### config.mk
export PLATFORM = sky130hd
export DESIGN_NAME = mem_port_arbiter
export DESIGN_NICKNAME = d
export VERILOG_FILES = /design/src/rtl/cpu_pkg.sv /design/src/rtl/mem_wait_timer.sv /design/src/rtl/mem_port_arbiter.sv
export SDC_FILE = /design/constraint.sdc
export NUM_CORES = 1
export LEC_CHECK = 0
export BUFFER_PORTS_ARGS = -buffer_cell sky130_fd_sc_hd__buf_2
export CAP_MARGIN = 15
export CORE_ASPECT_RATIO = 1.4
export CORE_MARGIN = 10
export CORE_UTILIZATION = 44
export DETAILED_ROUTE_END_ITERATION = 12
export GPL_TIMING_DRIVEN = 1
export PLACE_DENSITY = 0.89
export SETUP_SLACK_MARGIN = 0.4
export SLEW_MARGIN = 10
export SYNTH_ARGS = -nofsm -noshare
export SYNTH_HDL_FRONTEND = slang
export SYNTH_SLANG_ARGS = --single-unit
### constraint.sdc
create_clock -name clk_i -period 6.6 [get_ports clk_i]
set_clock_uncertainty 0.15 [all_clocks]
set_input_delay 0.66 -clock clk_i [delete_from_list [all_inputs] [get_ports clk_i]]
set_output_delay 0.66 -clock clk_i [all_outputs]
set_load 0.02 [all_outputs]
### src/rtl/cpu_pkg.sv
// Shared CPU types and constants.
// Used by the unified memory port arbiter.
package cpu_pkg;

  typedef enum logic [1:0] {
    IDLE,
    DATA,
    FETCH
  } arb_state_t;

  localparam logic [31:0] ARB_ERR_DATA = 32'hDEADBEEF;
  localparam int MEM_MAX_WAIT = 15;

endpackage

### src/rtl/mem_wait_timer.sv
// 8-bit wait counter for outstanding memory requests.
// expired_o flags the last permitted cycle without an ack.
module mem_wait_timer #(
  parameter int LIMIT = 15
) (
  input  logic clk_i,
  input  logic rst_i,
  input  logic clr_i,
  input  logic en_i,
  output logic expired_o
);

  localparam logic [7:0] LAST = 8'(LIMIT - 1);

  logic [7:0] cnt;

  always_ff @(posedge clk_i or posedge rst_i) begin
    if (rst_i) begin
      cnt <= '0;
    end else if (clr_i) begin
      cnt <= '0;
    end else if (en_i) begin
      cnt <= cnt + 8'd1;
    end
  end

  assign expired_o = en_i & (cnt == LAST);

endmodule

### src/rtl/mem_port_arbiter.sv
// Shares one memory port between IF and MEM stages.
// Data access goes first, then fetch; stall until both finish.
module mem_port_arbiter
  import cpu_pkg::*;
#(
  parameter int ADDR_W   = 32,
  parameter int DATA_W   = 32,
  parameter int MAX_WAIT = MEM_MAX_WAIT
) (
  input  logic              clk_i,
  input  logic              rst_i,
  input  logic              if_req_i,
  input  logic [ADDR_W-1:0] if_addr_i,
  output logic [DATA_W-1:0] if_rdata_o,
  input  logic              dm_read_i,
  input  logic              dm_write_i,
  input  logic [ADDR_W-1:0] dm_addr_i,
  input  logic [DATA_W-1:0] dm_wdata_i,
  output logic [DATA_W-1:0] dm_rdata_o,
  output logic              stall_o,
  output logic              mem_req_o,
  output logic              mem_we_o,
  output logic [ADDR_W-1:0] mem_addr_o,
  output logic [DATA_W-1:0] mem_wdata_o,
  input  logic [DATA_W-1:0] mem_rdata_i,
  input  logic              mem_ack_i,
  output logic              err_o
);

  localparam logic [DATA_W-1:0] ERR_WORD = DATA_W'(ARB_ERR_DATA);

  arb_state_t state;
  logic dm_done;
  logic if_done;
  logic dm_need;
  logic if_need;
  logic busy;
  logic timeout;
  logic finish;

  assign dm_need = (dm_read_i | dm_write_i) & ~dm_done;
  assign if_need = if_req_i & ~if_done;
  assign stall_o = dm_need | if_need;
  assign busy    = (state != IDLE);
  assign finish  = busy & (mem_ack_i | timeout);

  // Cleared while idle and on completion so each state entry starts at 0.
  mem_wait_timer #(
    .LIMIT(MAX_WAIT)
  ) u_timer (
    .clk_i    (clk_i),
    .rst_i    (rst_i),
    .clr_i    (~busy | finish),
    .en_i     (busy & ~mem_ack_i),
    .expired_o(timeout)
  );

  always_ff @(posedge clk_i or posedge rst_i) begin
    if (rst_i) begin
      state      <= IDLE;
      dm_done    <= 1'b0;
      if_done    <= 1'b0;
      if_rdata_o <= '0;
      dm_rdata_o <= '0;
      err_o      <= 1'b0;
    end else begin
      if (!stall_o) begin
        dm_done <= 1'b0;
        if_done <= 1'b0;
      end
      if (timeout) begin
        err_o <= 1'b1;
      end
      unique case (state)
        IDLE: begin
          if (mem_ack_i) begin
            err_o <= 1'b1;
          end
          if (dm_need) begin
            state <= DATA;
          end else if (if_need) begin
            state <= FETCH;
          end
        end
        DATA: begin
          if (dm_read_i & dm_write_i) begin
            err_o <= 1'b1;
          end
          if (finish) begin
            if (timeout) begin
              dm_rdata_o <= ERR_WORD;
            end else if (!dm_write_i) begin
              dm_rdata_o <= mem_rdata_i;
            end
            dm_done <= 1'b1;
            state   <= if_need ? FETCH : IDLE;
          end
        end
        FETCH: begin
          if (finish) begin
            if_rdata_o <= timeout ? ERR_WORD : mem_rdata_i;
            if_done    <= 1'b1;
            state      <= IDLE;
          end
        end
        default: state <= IDLE;
      endcase
    end
  end

  // Port fields decode from state; sources are frozen by the stall.
  always_comb begin
    mem_req_o   = 1'b0;
    mem_we_o    = 1'b0;
    mem_addr_o  = '0;
    mem_wdata_o = '0;
    unique case (state)
      DATA: begin
        mem_req_o   = 1'b1;
        mem_we_o    = dm_write_i;
        mem_addr_o  = dm_addr_i;
        mem_wdata_o = dm_wdata_i;
      end
      FETCH: begin
        mem_req_o  = 1'b1;
        mem_addr_o = if_addr_i;
      end
      default: ;
    endcase
  end

endmodule

# --- Word-level counts from Yosys, hierarchy flattened ---
# Index checks and enable logic that the tools add are counted.
totals:
  reg_bits: 77
  in_bits: 134
  output_inout_bits: 132
op_classes:
  addsub: 1
  n_eq_ne: 7
  n_mux: 25
  bitwise_logic: 14
  n_reduce_logical: 7
op_table:
  columns: ["cell", "count"]
  rows:
  - ["$mux W32", 4]
  - ["$pmux W32 S2", 1]
  - ["$mux W8", 2]
  - ["$mux W1", 11]
  - ["$mux W2", 5]
  - ["$add A8 B1 Y8 const B", 1]
  - ["$eq A8 B4 Y1 const B", 1]
  - ["$and A1 B1 Y1", 6]
  - ["$pmux W2 S3", 1]
  - ["$reduce_and A3 Y1", 2]
  - ["$ne A2 B2 Y1 const B", 2]
  - ["$not A1 Y1", 4]
  - ["$or A1 B1 Y1", 4]
  - ["$reduce_bool A2 Y1", 2]
  - ["$ne A3 B3 Y1 const B", 1]
  - ["$eq A2 B1 Y1 const B", 1]
  - ["$eq A2 B2 Y1 const B", 1]
  - ["$logic_not A2 Y1", 1]
  - ["$ne A2 B1 Y1 const B", 1]
  - ["$pmux W1 S2", 1]
  - ["$reduce_and A2 Y1", 1]
  - ["$reduce_or A2 Y1", 1]

# --- Longest topological paths before layout ---
# Gate-level depths: netlist of the first run.
logic_depth:
  depth_word: 7
  mapped_depth: 8

# --- Modules after synthesis ---
# From an unflattened synthesis of the first run, not the netlist that was laid out.
unflattened:
  cells_unflattened: 361
  hier_area_um2: 4195.3
modules_own_cells:
  columns: ["module", "instances", "cells_each", "area_each_um2", "seq_area_each_um2"]
  rows:
  - ["mem_port_arbiter", 1, 318, 3769.9, 1726.7]
  - ["mem_wait_timer", 1, 43, 425.4, 200.2]

# --- Worst setup path after synthesis of the first run ---
# OpenSTA, ideal clock, no wires.
synth_timing:
  kind: "reg2out"
  startpoint: "register state[1]"
  endpoint: "output mem_wdata_o[10]"
  arrival_time_ns: 1.513
  required_ns: 5.790
  path_slack_ns: 4.277
  stages_incl_launch_ff: 7
  path_buffers: 3
  path_cell_list: "dfrtp_1 > inv_1 > ha_1 > clkbuf_1 > clkbuf_1 > clkbuf_1 > and2_1"
synth_via:
  elab_chain_len: 2
synth_rtl:
  columns: ["element", "line", "text"]
  rows:
  - ["start, declared", "mem_port_arbiter.sv:32", "arb_state_t state;"]
  - ["start signal, assigned", "mem_port_arbiter.sv:96", "state <= if_need ? FETCH : IDLE;"]
  - ["$eq A2 B1 Y1", "mem_port_arbiter.sv:117", "unique case (state)"]
  - ["$mux W32", "mem_port_arbiter.sv:117", null]
  - ["end, declared", "mem_port_arbiter.sv:24", "output logic [DATA_W-1:0] mem_wdata_o,"]
# No other way between the ends.

# --- Final worst setup path of the first run ---
layout_timing:
  startpoint: "register state[1]"
  endpoint: "output mem_addr_o[6]"
layout_via:
  elab_chain_len: 2
  elab_cells_between_ends: 3
  classes_between: "eq/ne (2); mux (1)"
layout_rtl:
  columns: ["element", "line", "text"]
  rows:
  - ["$eq A2 B2 Y1 / $eq A2 B1 Y1 (equally long branches)", "mem_port_arbiter.sv:117", null]
  - ["$pmux W32 S2 *", "mem_port_arbiter.sv:117", null]
  - ["end, declared", "mem_port_arbiter.sv:23", "output logic [ADDR_W-1:0] mem_addr_o,"]
# Mark *: on every way between the ends. The rest lies on a longest branch, timed or not.

==> results.py, run 1 <==
metrics = {
    "cells_and_area": {
        "final_nets": 723,
        "drive_above_1_share": 0.491,
        "count_of_placed_standard_cells_in_the_final_layout_fillers_left_out": 691,
        "filler_cell_count": 612,
        "area.sequential_um2": 1930,
        "area_delta_synth_final_pct": 44.9,
        "multiInputGateArea_um2": 1650,
    },
    "sta": {
        "report.final.slew_viol_count": 0,
        "min_period_over_period": 0.484,
        "final-hold-violation-count": 0,
        "fin_crit_ns": 3.19,
        "worst_slew_pin_slew_ns": 1.08,
        "grt_setup_unrepaired": "false",
        "number_of_setup_violations_in_the_final_report": 0,
        "setup_total_negative_slack_ns": 0,
        "max_freq_ghz": 0.313,
        "maxSlewHeadroom": 0.282,
        "postLayoutSetupSlackWorst_ns": 3.41,
    },
    "clock_tree": {
        "cts_made_buffers": 9,
        "postCtsResizedCells": 0,
        "clk_root_buffer_cell": "clkbuf_16",
        "cts_clock_pin_slew_for_the_worst_setup_and_hold_paths_ns": 0.05,
        "clock_insertion_delay_worst_skew_ns": 0.33,
        "clock_path_buffers": 2,
        "post-cts-setup-buffer-count": 0,
        "clock_sinks": 77,
        "cts_max_level": 3,
        "cts_tree": "done",
        "postCtsHoldBufs": 0,
    },
    "setup_path": {
        "critPathKind": "reg2out",
        "worstSetupEndpointType": "primary output",
        "timing.critical_path.from_type": "register",
        "timing.critical_path.fanout_max": 70,
        "data_required_time_of_the_critical_path_ns": 5.79,
        "worst-endpoint-arrival_ns": 2.38,
    },
    "logic_synthesis": {
        "synth-compound-area-share": 0.241,
        "synth.ff_latch_count": 77,
        "synth_cell_type_count": 30,
        "ys.warnings.count": 0,
        "synthesis.instances": 335,
        "cells_taking_the_most_area_after_synthesis": "dfrtp_1, o22a_1, a22oi_1, and2_1, nor2b_1",
        "syn_avg_cell_area_um2": 11.1,
        "postSynthNetCount": 474,
        "yosys.area_share.adder": 0.0168,
        "synth.yosys.seq_area_share": 0.517,
        "yosys.area.top_type_share": 0.517,
        "synth_mux_area_frac": 0,
        "synth_xor_area_frac": 0.0141,
        "synthDominantAreaCellType": "dfrtp_1",
        "synth_top_family_by_area": "compound AO/OA/AOI/OAI gates",
        "post_syn_area_um2": 3730,
        "synth_simple_gate_area_frac": 0.169,
    },
    "power": {
        "leakage_nw": 2.77,
        "cellPowerDensity_nw_per_um2": 526,
        "irDropWorstVdd_uv": 361,
    },
    "die": {
        "num_io_pins": 266,
        "starting_utilization_of_the_core_area": 0.455,
        "floorplan.die.width_um": 97.8,
        "coreArea_um2": 8200,
        "rows": 39,
        "dieArea_um2": 12600,
        "die_h_um": 129,
    },
    "global_routing": {
        "grt_start_max_net_pins": 78,
        "globalRouteTotalUtil": 0.235,
        "grt_pass1_vias": 4214,
        "globalRouteOverflowTotal": 0,
        "first_pass_grt_wire_length_mm": 23.7,
        "grt_antenna_before_repair": 2,
    },
    "detailed_routing": {
        "route.detailed.vias_per_inst": 5.59,
        "vias": 3865,
        "antenna_violating_nets_left": 0,
        "route.detailed.drc": 0,
        "drt_iter0_drc": 218,
        "route.final.wire_length_mm": 15.3,
        "average_wire_length_per_cell_after_detail_routing_um": 22.2,
        "drt_pass1_iterations": 8,
    },
    "placed_design": {
        "pre_cts_slack_ns": 3.54,
        "placedCellCount": 675,
        "io_buffers": 265,
        "dpl.hpwl_mm": 11.9,
        "placer_congestion": 0.836,
    },
    "status": {
        "status": "completed",
    },
    "worst_hold_path": {
        "worst_hold_path_type": "reg2reg",
    },
    "run": {
        "max_cap_viol_count": 0,
    },
}
report_power, final:
group          switching, mW  leakage [nW]  total, mW  internal [mW]
registers              0.124         0.916      0.804          0.680
logic                  0.938          1.69       1.49          0.556
clock network          0.183         0.161      0.543          0.360
total                   1.25          2.77       2.84           1.60
per-layer routing:
metal	vias to the layer above	wire length, um	GRT usage	part of all wire
li1	1722	-	-	-
met1	1859	5740	0.263	0.37
met2	253	7200	0.385	0.47
met3	31	1970	0.108	0.13
met4	0	407	0.0883	0.027
met5	-	0	0	0
critical path: stages (launching register included):
cell and delay (ns):
dfrtp_1 0.38, inv_1 0.11, ha_2 0.89, a22oi_1 0.25, nor2b_1 0.17, buf_2 0.20
Yosys cell counts, drive strengths merged:
cell type	instances
a22o	18
a22oi	32
a2bb2oi	2
a31o	1
a31oi	1
and2	37
and4	1
buf	7
clkbuf	23
dfrtp	77
ha	5
inv	5
nand2	10
nand2b	1
nand3	4
nand4	2
nor2	2
nor2b	37
nor3	9
nor4b	1
o2111ai	1
o21ai	2
o21ba	1
o22a	48
o2bb2ai	1
or2	1
xnor2	1
xor2	5
path summary, 6_finish.rpt:
path	startpoint	end	slack (ns)	cells after the start
min	if_rdata_o[16]	if_rdata_o[16]	0.33	1
max reg2reg	state[1]	dm_rdata_o[11]	3.50	5
max in group asynchronous	rst_i	dm_rdata_o[20]	5.21	3
max	state[1]	mem_addr_o[6]	3.41	5
min in group asynchronous	rst_i	if_rdata_o[19]	0.45	3
min reg2reg	if_rdata_o[16]	if_rdata_o[16]	0.33	1
cell usage in the layout (no fill, tap or decap), drive strengths merged:
master      n
a22o       18
a22oi      32
a2bb2oi     2
a31o        1
a31oi       1
and2       37
and4        1
buf       268
bufinv      2
clkbuf     12
clkinvlp    1
dfrtp      77
diode       1
ha          5
inv         5
nand2      10
nand2b      1
nand3       4
nand4       2
nor2        2
nor2b      37
nor3        9
nor4b       1
o2111ai     1
o21ai       2
o21ba       1
o22a       48
o2bb2ai     1
or2         1
xnor2       1
xor2        5
sequential cells by signal, indices dropped and copies added, names as in the netlist:
name,cells
if_rdata_o,32
state,2
err_o,1
dm_done,1
dm_rdata_o,32
if_done,1
u_timer.cnt,8
per-stage QoR:
stage	power [mW]	utilization	hold slack (ns)	area (um^2)
final	2.84	0.659	0.332	5400
after global routing	3.00	0.659	0.351	5400
after CTS	2.86	0.659	0.334	5400
after detailed placement	2.30	0.618	0.321	5070
after global placement	2.24	0.618	0.314	5070
after floorplan	1.75	-	0.297	3730
layout make-up:
type	instances	area share
Clock inverter	3	0.0125
Multi-Input combinational cell	223	0.304
Timing Repair Buffer	268	0.250
Antenna cell	1	0.000463
Sequential cell	77	0.357
Clock buffer	12	0.0493
Tap cell	102	0.0236
Inverter	5	0.00347
cell families (layout without fill, tap and decap cells):
logic type                 Yosys count  count (layout)
AOI/OAI and AO/OA                  107             107
xor gates and xnor gates             6               6
adders and majority gates            5               5
buffers and inverters               35             288
DFF                                 77              77
other                                0               1
and+or+nand+nor                    105             105
Power figures use the tool's default switching activity.
==> run 2: changes to the inputs <==
- ABC_AREA: not set -> 1
- CORE_UTILIZATION: 44 -> 43
- PLACE_DENSITY: 0.89 -> 0.84
- clock period: 6.6 -> 3.1 ns (I/O delays scaled with it)
==> results.py, run 2 <==
metrics = {
    "setup_path": {
        "critical_path.reg2reg.startpoint": "state[0]",
        "timing.critical_path.from_type": "register",
        "cp_cell_sequence": "inv_1, ha_1, inv_1, buf_4, a21oi_1, buf_2",
        "depth_of_the_worst_register_to_register_path": 9,
        "crit_path_start": "state[0]",
        "worstSetupEndpointType": "primary output",
        "most_numerous_cell_on_the_critical_path": "inv_1",
        "critPathCapture": "mem_addr_o[10]",
        "crit_cells": 6,
        "worst-r2r-setup-slack_ns": 0.49,
        "cp_slowest_stage_delay_ns": 0.52,
        "data_required_time_of_the_critical_path_ns": 2.64,
        "critPathBufInv": 4,
        "cpMaxStageDelayCell": "inv_1",
        "timing.critical_path.fanout_max": 24,
        "worst_path_dominant_cell_family": "buffers and inverters",
        "critPathKind": "reg2out",
        "worst-endpoint-arrival_ns": 2.21,
        "critical_path.reg2reg.endpoint": "dm_rdata_o[12]",
    },
    "detailed_routing": {
        "drt_iter0_drc": 371,
        "drt_pass1_iterations": 5,
        "vias": 4886,
        "antenna_violating_nets_left": 0,
        "route.detailed.drc": 0,
        "route.final.wire_length_mm": 18.2,
        "average_wire_length_per_cell_after_detail_routing_um": 18.5,
        "route.detailed.vias_per_inst": 4.98,
    },
    "sta": {
        "fin_crit_ns": 2.67,
        "report.final.slew_viol_count": 0,
        "worst_slew_pin_slew_ns": 0.684,
        "setup_total_negative_slack_ns": 0,
        "min_period_over_period": 0.862,
        "number_of_setup_violations_in_the_final_report": 0,
        "max_freq_ghz": 0.374,
        "grt_setup_unrepaired": "true",
        "final-hold-violation-count": 0,
        "maxSlewHeadroom": 0.544,
    },
    "logic_synthesis": {
        "number_of_enable_flip_flop_cells_after_synthesis": 0,
        "ys.warnings.count": 0,
        "synth.yosys.seq_area_share": 0.451,
        "yosys.cell_count.top_type": "nand2_1",
        "post_syn_area_um2": 4280,
        "syn_avg_cell_area_um2": 7.26,
        "dominantRegCellSynth": "dfrtp_1",
        "synth.ff_latch_count": 77,
        "synthDominantAreaCellType": "dfrtp_1",
        "cells_taking_the_most_area_after_synthesis": "dfrtp_1, nand2_1, inv_1, nand4_1, o21bai_1",
        "synthArstFlopShare": 1.00,
        "synthesis.instances": 589,
        "yosys.area.top_type_share": 0.451,
        "post_synth_top_cells": "nand2_1, dfrtp_1, inv_1",
        "postSynthNetCount": 728,
        "synth_cell_type_count": 28,
    },
    "global_routing": {
        "grtUsageMet2": 0.385,
        "globalRouteOverflowTotal": 0,
        "gr-usage-met1": 0.286,
        "grt_start_max_net_pins": 69,
        "grt_most_used_layer": "met2",
        "grtUsageMet3": 0.103,
        "grt_antenna_before_repair": 1,
        "first_pass_grt_wire_length_mm": 27.6,
        "grt_pass1_vias": 4965,
        "globalRouteTotalUtil": 0.241,
    },
    "cells_and_area": {
        "drive_above_1_share": 0.364,
        "largestRegisters": "dm_rdata_o: 32 flops, if_rdata_o: 32 flops, u_timer.cnt: 8 flops",
        "multiInputGateArea_um2": 1960,
        "area_delta_synth_final_pct": 40.6,
        "layout.core_utilization": 0.614,
        "most_common_cell_after_layout_fill_and_taps_aside": "nand2_1",
        "filler_cell_count": 955,
        "layout_common_cells": "nand2_1, buf_2, dfrtp_1",
        "area.sequential_um2": 1930,
        "stdcell_area_um2": 6010,
        "n_antenna_cell": 0,
        "final_nets": 981,
    },
    "clock_tree": {
        "clock_path_buffers": 2,
        "clock_insertion_delay_worst_skew_ns": 0.33,
        "post-cts-setup-buffer-count": 0,
        "clock_sinks": 77,
        "clk_root_buffer_cell": "clkbuf_16",
        "cts_tree": "done",
        "cts_clock_pin_slew_for_the_worst_setup_and_hold_paths_ns": 0.06,
        "cts_made_buffers": 9,
        "cts_max_level": 3,
    },
    "placed_design": {
        "placer_congestion": 0.890,
        "io_buffers": 265,
        "dpl-instance-area_um2": 5690,
        "dpl.hpwl_mm": 14.4,
    },
    "power": {
        "leakage_nw": 3.63,
        "cellPowerDensity_nw_per_um2": 972,
        "irDropWorstVdd_uv": 441,
        "totalPowerFinal_mw": 5.84,
    },
    "run": {
        "max_cap_viol_count": 0,
    },
    "die": {
        "dieArea_um2": 14400,
        "num_io_pins": 266,
        "rows": 43,
        "starting_utilization_of_the_core_area": 0.437,
        "floorplan.die.width_um": 104,
        "coreArea_um2": 9790,
        "die_h_um": 138,
    },
    "worst_hold_path": {
        "worst_hold_path_type": "in2reg",
    },
    "status": {
        "status": "completed",
    },
}
## run 2: cell count changes after synthesis, moves of 31 or more
cell | previous run | this run
nand2_1 | 10 | 273
o22a_1 | 48 | 0
inv_1 | 5 | 55
nor2b_1 | 37 | 0
nand4_1 | 2 | 33
a21oi_1 | 0 | 34
and2_1 | 37 | 0
a22oi_1 | 32 | 0
## run 2: worst min-delay path by stage
stage                               start             end  slack, ns  cells past startpoint
after floorplan                   dm_done         dm_done       0.30                      2
after CTS                 mem_rdata_i[13]  if_rdata_o[13]       0.13                      4
after global placement              rst_i  dm_rdata_o[12]        0.1                      2
after global routing      mem_rdata_i[10]  if_rdata_o[10]       0.17                      4
final                     mem_rdata_i[13]  if_rdata_o[13]       0.14                      4
after detailed placement            rst_i  dm_rdata_o[12]        0.1                      2
## run 2: routing by layer
metal  vias up  wire [um]
met5         -         12
met4         2        439
met3        30       2140
met2       284       8520
met1      2217       7060
li1       2353          -
## run 2: tightest hold or removal path: cells and delay by family
kind,cells,cell delay [ns]
buffers and inverters,1,0.07
and+or+nand+nor,2,0.11
AOI/OAI and AO/OA,1,0.11
## run 2: timing repair
item,CTS,global route
endpoints found under the hold margin,9,0
resized for setup,1,0
pin swaps,0,1
hold buffers,1,0
endpoints found under the setup margin,8,25
cloned,0,1
## run 2: cells by family after synthesis
logic type / share of synthesized area
xor gates and xnor gates: 0.00615
AOI/OAI and AO/OA: 0.0954
buffers and inverters: 0.0960
adders and majority gates: 0.0146
and+or+nand+nor: 0.337
DFF: 0.451
## run 2: cell type report
| type | instances | share of cell area |
|---|---|---|
| multi-input cells | 420 | 0.327 |
| flip-flops and latches | 77 | 0.320 |
| repair buffers | 278 | 0.239 |
| clock buffers | 11 | 0.0404 |
| inverters | 56 | 0.0352 |
| well taps | 135 | 0.0281 |
| clock inverters | 5 | 0.00978 |
## run 2: report_power, final
part	switching [mW]	internal, mW
Combinational	2.19	0.922
Clock	0.425	0.647
Sequential	0.243	1.42
Total	2.85	2.99
## run 2: through the flow
stage	hold WS (ns)	std cells	setup WS, ns
after global routing	0.166	982	0.298
after detailed placement	0.0957	964	0.585
after floorplan	0.300	589	0.673
final	0.145	982	0.428
after global placement	0.0956	964	0.636
after CTS	0.131	981	0.421
==> run 3: changes to the inputs <==
- REMOVE_ABC_BUFFERS: not set -> 1
==> results.py, run 3 (synthesis gave the netlist of run 2 again) <==
metrics = {
    "status": {
        "status": "completed",
    },
    "die": {
        "die_h_um": 138,
        "coreArea_um2": 9790,
        "rows": 43,
        "num_io_pins": 266,
        "floorplan.die.width_um": 104,
        "dieArea_um2": 14400,
        "starting_utilization_of_the_core_area": 0.437,
    },
    "sta": {
        "grt_setup_unrepaired": "false",
        "min_period_over_period": 0.811,
        "final-hold-violation-count": 0,
        "number_of_setup_violations_in_the_final_report": 0,
        "worst_slew_pin_slew_ns": 0.953,
        "maxSlewHeadroom": 0.365,
        "max_freq_ghz": 0.398,
        "fin_crit_ns": 2.51,
        "report.final.slew_viol_count": 0,
    },
    "placed_design": {
        "placedCellCount": 961,
        "dpl.hpwl_mm": 12.6,
        "placer_congestion": 0.860,
        "io_buffers": 265,
        "dpl-instance-area_um2": 5670,
    },
    "cells_and_area": {
        "final_nets": 976,
        "area_delta_synth_final_pct": 39.1,
        "stdcell_area_um2": 5950,
        "most_common_cell_after_layout_fill_and_taps_aside": "nand2_1",
        "n_antenna_cell": 0,
        "count_of_placed_standard_cells_in_the_final_layout_fillers_left_out": 975,
        "filler_cell_count": 907,
        "drive_above_1_share": 0.357,
        "largestRegisters": "dm_rdata_o: 32 flops, if_rdata_o: 32 flops, u_timer.cnt: 8 flops",
        "layout_common_cells": "nand2_1, buf_2, dfrtp_1",
    },
    "power": {
        "totalPowerFinal_mw": 5.65,
        "cellPowerDensity_nw_per_um2": 950,
        "irDropWorstVdd_uv": 519,
        "leakage_nw": 3.61,
    },
    "global_routing": {
        "grt_start_max_net_pins": 78,
        "grt_antenna_before_repair": 2,
        "first_pass_grt_wire_length_mm": 25.5,
        "grt_pass1_vias": 4873,
        "globalRouteTotalUtil": 0.216,
        "globalRouteOverflowTotal": 0,
    },
    "detailed_routing": {
        "route.final.wire_length_mm": 16.0,
        "route.detailed.vias_per_inst": 4.89,
        "antenna_violating_nets_left": 0,
        "route.detailed.drc": 0,
        "average_wire_length_per_cell_after_detail_routing_um": 16.4,
        "vias": 4764,
        "drt_pass1_iterations": 5,
        "drt_iter0_drc": 218,
    },
    "setup_path": {
        "crit_path_start": "state[1]",
        "depth_of_the_worst_register_to_register_path": 8,
        "data_required_time_of_the_critical_path_ns": 2.64,
        "worstSetupEndpointType": "primary output",
        "timing.critical_path.fanout_max": 60,
        "worst-endpoint-arrival_ns": 2.05,
        "timing.critical_path.from_type": "register",
        "critical_path.reg2reg.startpoint": "state[0]",
        "critPathKind": "reg2out",
    },
    "clock_tree": {
        "postCtsHoldBufs": 0,
        "post-cts-setup-buffer-count": 0,
        "cts_made_buffers": 9,
        "clock_sinks": 77,
        "clock_path_buffers": 2,
        "cts_clock_pin_slew_for_the_worst_setup_and_hold_paths_ns": 0.05,
        "postCtsResizedCells": 0,
        "cts_tree": "done",
        "cts_max_level": 3,
        "clk_root_buffer_cell": "clkbuf_16",
        "clock_insertion_delay_worst_skew_ns": 0.33,
    },
    "worst_hold_path": {
        "worst_hold_path_type": "in2async",
    },
    "run": {
        "max_cap_viol_count": 0,
    },
}
## run 3: cell count changes in the layout (fill, tap and decap cells not counted), sizes merged
cell	change
buf	-3
inv	-1
dlygate4sd3	-1
nand3	-1
clkbuf	+1
clkinvlp	-2
## run 3: final timing paths
path / endpoint / slack [ns]
hold reg to reg: dm_rdata_o[22] / 0.32
hold / removal: if_rdata_o[20] / 0.11
setup / recovery: mem_addr_o[9] / 0.59
setup reg to reg: dm_rdata_o[8] / 0.68
min in group clk_i: if_rdata_o[22] / 0.15
max in group asynchronous: if_rdata_o[19] / 2.07
## run 3: routing by layer
layer	routed length [um]	global-route usage	vias to the layer above
li1	-	-	2335
met1	5950	0.227	2135
met2	7630	0.362	257
met3	1920	0.109	33
met4	433	0.0742	4
met5	32	0	-
## run 3: critical path, stage by stage (launching register included)
cell and delay, ns:
dfrtp_1 0.40, inv_1 0.12, ha_4 0.43, buf_12 0.30, nand2_1 0.08, a21oi_1 0.16
buf_2 0.19
## run 3: cell type report
class,instances,area (um^2),share of cell area
Clock buffer,12,246,0.0414
Clock inverter,2,35.0,0.00589
Inverter,56,211,0.0356
Multi-Input combinational cell,419,1950,0.328
Sequential cell,77,1930,0.324
Tap cell,135,169,0.0284
Timing Repair Buffer,274,1410,0.236
## run 3: stage by stage
stage	worst slack (ns)	setup TNS (ns)	util	hold WS, ns
final	0.585	0	0.607	0.106
after global routing	0.455	0	0.607	0.166
after CTS	0.589	0	0.607	0.146
after detailed placement	0.703	0	0.579	0.306
after global placement	0.767	0	0.579	0.301
after floorplan	-0.175	-9.66	-	0.301
## run 3: power by group
group | total [mW] | switching [mW] | internal [mW]
clock | 1.00 | 0.368 | 0.635
sequential | 1.65 | 0.229 | 1.42
combinational | 3.00 | 2.09 | 0.912
total | 5.65 | 2.68 | 2.97
